==> src/rtl/sigmoid_backward.sv <==
// Serial Q8.8 sigmoid backward unit: d = y*(1-y) and grad_in*d via a shift-add datapath.
// Optional build macro SIGMOID_BWD_ROUND_EN selects round-half-up instead of truncation on both shifts.
module sigmoid_backward (
    input  logic        clk,
    input  logic        rst_n,
    input  logic        in_valid,
    output logic        in_ready,
    input  logic [15:0] y_in,
    input  logic [15:0] grad_in,
    output logic        out_valid,
    input  logic        out_ready,
    output logic [15:0] deriv_out,
    output logic [15:0] grad_out
);

    typedef enum logic [1:0] {
        S_IDLE  = 2'd0,
        S_DERIV = 2'd1,
        S_SCALE = 2'd2,
        S_DONE  = 2'd3
    } state_t;

    state_t             state_q, state_d;
    logic [7:0]         cnt_q, cnt_d;
    logic [8:0]         a_q, a_d;
    logic [8:0]         b_q, b_d;
    logic [15:0]        g_q, g_d;
    logic [14:0]        p_q, p_d;
    logic [6:0]         dv_q, dv_d;
    logic signed [22:0] q_q, q_d;
    logic               in_ready_q, in_ready_d;
    logic               out_valid_q, out_valid_d;
    logic [15:0]        deriv_q, deriv_d;
    logic [15:0]        gout_q, gout_d;

    logic [8:0]         y_c_s;
    logic [14:0]        p_add_s, p_next_s, p_rnd_s;
    logic signed [22:0] q_add_s, q_next_s, q_rnd_s;
    logic               unused_s;

    // Shift-add step for both phases, plus the optional rounding offset.
    always_comb begin
        y_c_s    = (y_in > 16'h0100) ? 9'h100 : y_in[8:0];
        // a<<cnt is only added when b[cnt] is set, so the partial sum stays below a*b <= 16384
        p_add_s  = {6'd0, a_q} << cnt_q[3:0];
        p_next_s = b_q[cnt_q[3:0]] ? (p_q + p_add_s) : p_q;
        q_add_s  = $signed({{7{g_q[15]}}, g_q}) <<< cnt_q[2:0];
        q_next_s = dv_q[cnt_q[2:0]] ? (q_q + q_add_s) : q_q;
`ifdef SIGMOID_BWD_ROUND_EN
        p_rnd_s  = p_next_s + 15'd128;
        q_rnd_s  = q_next_s + 23'sd128;
`else
        p_rnd_s  = p_next_s;
        q_rnd_s  = q_next_s;
`endif
    end

    assign unused_s = ^{p_rnd_s[7:0], q_rnd_s[7:0]};

    // Next-state and datapath control.
    always_comb begin
        state_d     = state_q;
        cnt_d       = cnt_q;
        a_d         = a_q;
        b_d         = b_q;
        g_d         = g_q;
        p_d         = p_q;
        dv_d        = dv_q;
        q_d         = q_q;
        in_ready_d  = in_ready_q;
        out_valid_d = out_valid_q;
        deriv_d     = deriv_q;
        gout_d      = gout_q;
        case (state_q)
            S_IDLE: begin
                if (in_valid && in_ready_q) begin
                    a_d        = y_c_s;
                    b_d        = 9'h100 - y_c_s;
                    g_d        = grad_in;
                    p_d        = 15'd0;
                    q_d        = 23'sd0;
                    cnt_d      = 8'd0;
                    in_ready_d = 1'b0;
                    state_d    = S_DERIV;
                end else begin
                    in_ready_d = 1'b1;
                    state_d    = S_IDLE;
                end
            end
            S_DERIV: begin
                p_d = p_next_s;
                if (cnt_q == 8'd8) begin
                    dv_d    = p_rnd_s[14:8];
                    cnt_d   = 8'd0;
                    state_d = S_SCALE;
                end else begin
                    cnt_d   = cnt_q + 8'd1;
                end
            end
            S_SCALE: begin
                q_d = q_next_s;
                if (cnt_q == 8'd6) begin
                    // |q>>>8| <= 8192, so the 15 significant bits sign-extend to 16 without saturation
                    deriv_d     = {9'd0, dv_q};
                    gout_d      = {q_rnd_s[22], q_rnd_s[22:8]};
                    out_valid_d = 1'b1;
                    cnt_d       = 8'd0;
                    state_d     = S_DONE;
                end else begin
                    cnt_d       = cnt_q + 8'd1;
                end
            end
            S_DONE: begin
                if (out_ready) begin
                    out_valid_d = 1'b0;
                    in_ready_d  = 1'b1;
                    state_d     = S_IDLE;
                end else begin
                    out_valid_d = 1'b1;
                end
            end
            default: begin
                state_d     = S_IDLE;
                in_ready_d  = 1'b1;
                out_valid_d = 1'b0;
            end
        endcase
    end

    // State and datapath registers; reset drops any in-flight operation.
    always_ff @(posedge clk or negedge rst_n) begin
        if (!rst_n) begin
            state_q     <= S_IDLE;
            cnt_q       <= 8'd0;
            a_q         <= 9'd0;
            b_q         <= 9'd0;
            g_q         <= 16'd0;
            p_q         <= 15'd0;
            dv_q        <= 7'd0;
            q_q         <= 23'sd0;
            in_ready_q  <= 1'b1;
            out_valid_q <= 1'b0;
            deriv_q     <= 16'd0;
            gout_q      <= 16'd0;
        end else begin
            state_q     <= state_d;
            cnt_q       <= cnt_d;
            a_q         <= a_d;
            b_q         <= b_d;
            g_q         <= g_d;
            p_q         <= p_d;
            dv_q        <= dv_d;
            q_q         <= q_d;
            in_ready_q  <= in_ready_d;
            out_valid_q <= out_valid_d;
            deriv_q     <= deriv_d;
            gout_q      <= gout_d;
        end
    end

    assign in_ready  = in_ready_q;
    assign out_valid = out_valid_q;
    assign deriv_out = deriv_q;
    assign grad_out  = gout_q;

endmodule

==> config.mk <==
export PLATFORM = sky130hd
export DESIGN_NAME = sigmoid_backward
export DESIGN_NICKNAME = d
export VERILOG_FILES = /design/src/rtl/sigmoid_backward.sv
export SDC_FILE = /design/constraint.sdc
export NUM_CORES = 1
export LEC_CHECK = 0
export ABC_AREA = 1
export CAP_MARGIN = 5
export CELL_PAD_IN_SITES_DETAIL_PLACEMENT = 0
export CELL_PAD_IN_SITES_GLOBAL_PLACEMENT = 1
export CORE_MARGIN = 2
export CORE_UTILIZATION = 34
export CTS_CLUSTER_SIZE = 14
export DETAILED_ROUTE_END_ITERATION = 8
export HOLD_SLACK_MARGIN = 0.06
export PLACE_DENSITY_LB_ADDON = 0.1
export SYNTH_ARGS = -nofsm -noshare
export SYNTH_HDL_FRONTEND = slang
export SYNTH_SLANG_ARGS = --single-unit
==> constraint.sdc <==
create_clock -name clk -period 3.55 [get_ports clk]
set_input_delay 0.71 -clock clk [delete_from_list [all_inputs] [get_ports clk]]
set_output_delay 0.71 -clock clk [all_outputs]
set_load 0.01 [all_outputs]
==> flow_metrics.env <==
export IMPL_p_comb_share_pct=56.7
export IMPL_num_rows=57
export IMPL_p_int_w=0.003109
export IMPL_drtIter0Drc=418
export IMPL_worst_setup_path_end_kind="register"
export IMPL_cts_buffer_depth=2
export IMPL_wl_mm=25.47
export IMPL_reg2reg_from="cnt_q[1]"
export IMPL_required_ps=3800
export IMPL_startpoint="cnt_q[1]"
export IMPL_viasPerCell=4.911
export IMPL_max_freq_mhz=323.0
export IMPL_dp_hpwl_mm=20.02
export IMPL_cts_root_buf="clkbuf_16"
export IMPL_core_area_sq_um=24180
export IMPL_path_clk_slew_ps=80
export IMPL_dieArea_sq_um=25710
export IMPL_maxCapViolCount=0
export IMPL_status="completed"
export IMPL_synth_xor_area_share_pct=1.686
export IMPL_tns_ps=0
export IMPL_crit_path_start_kind="register"
export IMPL_cts_hold_buf=0
export IMPL_antenna_left=0
export IMPL_ys_warn_count=0
export IMPL_power_frac_clock_pct=16.3
export IMPL_p_per_area_nw_per_um2=659.3
export IMPL_grt_usage_pct=20.62
export IMPL_synth_avg_cell_area_sq_um=6.822
export IMPL_rsz0062_at_grt="no"
export IMPL_fin_skew_ps=8.381
export IMPL_p_seq_share_pct=27.0
export IMPL_p_switching_w=0.003115
export IMPL_ios=70
export IMPL_synth_fa_ha_area_share_pct=7.258
export IMPL_place_ws_ps=451.7
export IMPL_gp_congestion=0.9044
export IMPL_synth_cell_types=49
export IMPL_cts_buffers=9
export IMPL_drc=0
export IMPL_numPortBuffers=60
export IMPL_wl_per_cell_um=16.00
export IMPL_grt_pass1_vias=7774
export IMPL_synth_seq_cells=112
export IMPL_synth_compound_area_share_pct=13.51
export IMPL_grt_overflow=0
export IMPL_max_stage_delay_ps=410
export IMPL_switching_share_pct=50.05
export IMPL_grt_start_max_net_pins=54
export IMPL_ys_seq_area_share_pct=33.74
export IMPL_synthSimpleGateAreaFrac_pct=33.73
export IMPL_cts_sinks=112
export IMPL_power_leakage_nw=4.725
export IMPL_finalMaxSlewViolations=0
export IMPL_cts_resized_gates=0
export IMPL_vdd_drop_max_mv=0.2939
export IMPL_fin_crit_sh_pct=87.22
export IMPL_start_util_pct=34.37
export IMPL_netlist_instances=1218
export IMPL_area_delta_synth_final_pct=13.63
export IMPL_min_path_type="input pin to async pin"
export IMPL_dieHeight_um=160.3
export IMPL_synth_top_family_by_area="simple AND/OR/NAND/NOR gates"
export IMPL_grt_pass1_wl_mm=41.62
export IMPL_insertion_delay_ps=360
export IMPL_relSlewSlack_pct=46.26
export IMPL_die_width_um=160.3
export IMPL_htree_num_levels=3
export IMPL_setup_worst_path_class="register to register"
export IMPL_whs_ps=399.4
export IMPL_path_cells="inv_2 -> nand2_1 -> inv_1 -> nand2_1 -> nor2_1 -> ha_1 -> fa_1 -> nand2_1 -> nand2_1 -> nand3b_1 -> o21ai_0 -> nand3_1 -> nand3_1 -> nand3_1 -> nand3_1 -> nand2_1"
export IMPL_grt_antenna_before_repair=0
export IMPL_tightest_slew_ps=806.1
export IMPL_antenna_cells=0
export IMPL_drive_above_1_share_pct=6.546
export IMPL_cp_slowest_cell="dfrtp_1"
export IMPL_cts_post_setup_buffers_inserted=0
export IMPL_finalHoldViolCount=0
export IMPL_num_nets_final=1347
export IMPL_synthMuxAreaShare_pct=0.7228
export IMPL_num_vias=7819
export IMPL_dr_pass1_iters=5
export IMPL_finalPower_w=0.006224
export IMPL_setup_viol=0
export IMPL_cp_max_fo=24
export IMPL_syn_area_sq_um=8309
export IMPL_finalWorstSetupSlack_ps=453.6
export IMPL_cp_arrival_ps=3350
export IMPL_path_common_cell="nand2_1"
export IMPL_period_minus_slack_ps=3096
export IMPL_cts_tree="done"
power by group through the flow:
stage,sequential [W],clock [W],combinational (W)
after global placement,0.00171,0,0.00359
after detailed placement,0.00170,0,0.00356
after global routing,0.00172,0.00110,0.00405
final,0.00168,0.00102,0.00353
after floorplan,0.00164,0,0.00263
after CTS,0.00169,0.00106,0.00357
cells in the final DEF, fill, tap and decap left out, types with 7 or more instances in the layout:
cell type,count
inv_1,116
buf_4,13
nor2_1,84
nand4_1,8
o21ai_0,107
conb_1,9
xor2_1,8
or2_2,11
o21ai_1,11
inv_2,13
clkbuf_16,9
o22ai_1,11
nand3_1,111
dfrtp_1,111
nand2_1,403
nand2_2,7
clkdlybuf4s50_1,59
xnor2_1,8
a21oi_1,50
ha_1,45
critical path: cells and delay by family (launching register included):
family	cells	cell delay, ps
and+or+nand+nor	11	1270
DFF	1	410
adders and majority gates	2	410
AOI/OAI and AO/OA	1	390
buffers and inverters	2	510
sequential cells by signal (all words and copies together), names as in the netlist:
register / count
q_q: 23
g_q: 16
grad_out: 15
p_q: 15
a_q: 9
b_q: 8
cnt_q: 8
deriv_out: 7
dv_q: 7
state_q: 2
in_ready: 1
out_valid: 1
cells in the mapped netlist (all sizes together):
cell	number	share of area (%)
mux2i	6	0.72
nand4	8	0.60
o21bai	5	0.45
a21o	3	0.27
nor4	3	0.30
buf	29	2.6
o211ai	5	0.51
dfstp	1	0.32
clkbuf	17	0.77
a31oi	1	0.075
nand2	412	19
nor3	7	0.56
o21ai	122	7.5
inv	130	5.9
o41ai	1	0.11
xnor2	8	0.84
dfrtp	111	33
xor2	8	0.84
o311ai	1	0.11
or2	14	1.1
conb	1	0.045
o221ai	4	0.42
o22ai	11	0.83
fa	2	0.48
a21oi	51	3.1
nand3	113	6.9
nor2	92	4.8
nand3b	3	0.27
o21a	1	0.090
and2	3	0.23
ha	45	6.8
through the flow:
step | util (%) | instance area (sq um) | cells
4_1_cts | 39.05 | 9442 | 1592
3_5_place_dp | 37.93 | 9170 | 1577
3_3_place_gp | 37.93 | 9170 | 1577
5_1_grt | 39.05 | 9442 | 1592
6_report | 39.05 | 9442 | 1592
2_1_floorplan | - | 8339 | 1226
final timing paths:
path                           endpoint  slack [ps]  cells after the start
min in group clk                 b_q[1]         480                      2
max in group asynchronous  grad_out[10]        2340                      2
max                         grad_out[8]         450                     16
max reg2reg                 grad_out[8]         450                     16
min                              q_q[2]         400                      1
min reg2reg                      b_q[1]         480                      2
routing by layer:
layer | vias up | GRT usage, % | wire [um]
li1 | 4042 | - | -
met1 | 3635 | 26.18 | 11630
met2 | 109 | 36.76 | 12660
met3 | 33 | 2.738 | 592
met4 | 0 | 5.774 | 592
met5 | - | 0 | 0
final cells by class:
| class | count | area, sq um |
|---|---|---|
| clock buffers | 9 | 225.2 |
| clock inverters | 6 | 46.29 |
| fillers | 2599 | 14740 |
| inverters | 130 | 490.5 |
| multi-input cells | 938 | 4762 |
| flip-flops and latches | 112 | 2804 |
| well taps | 324 | 405.4 |
| repair buffers | 73 | 708.2 |
cells by family (layout without fill, tap and decap cells):
family	count (synthesis)	after routing
adders and majority gates	47	47
AOI/OAI and AO/OA	205	205
xor gates and xnor gates	16	16
muxes	6	6
buffers and inverters	176	218
DFF	112	112
other	1	9
and+or+nand+nor	655	655
Power figures use the tool's default switching activity.
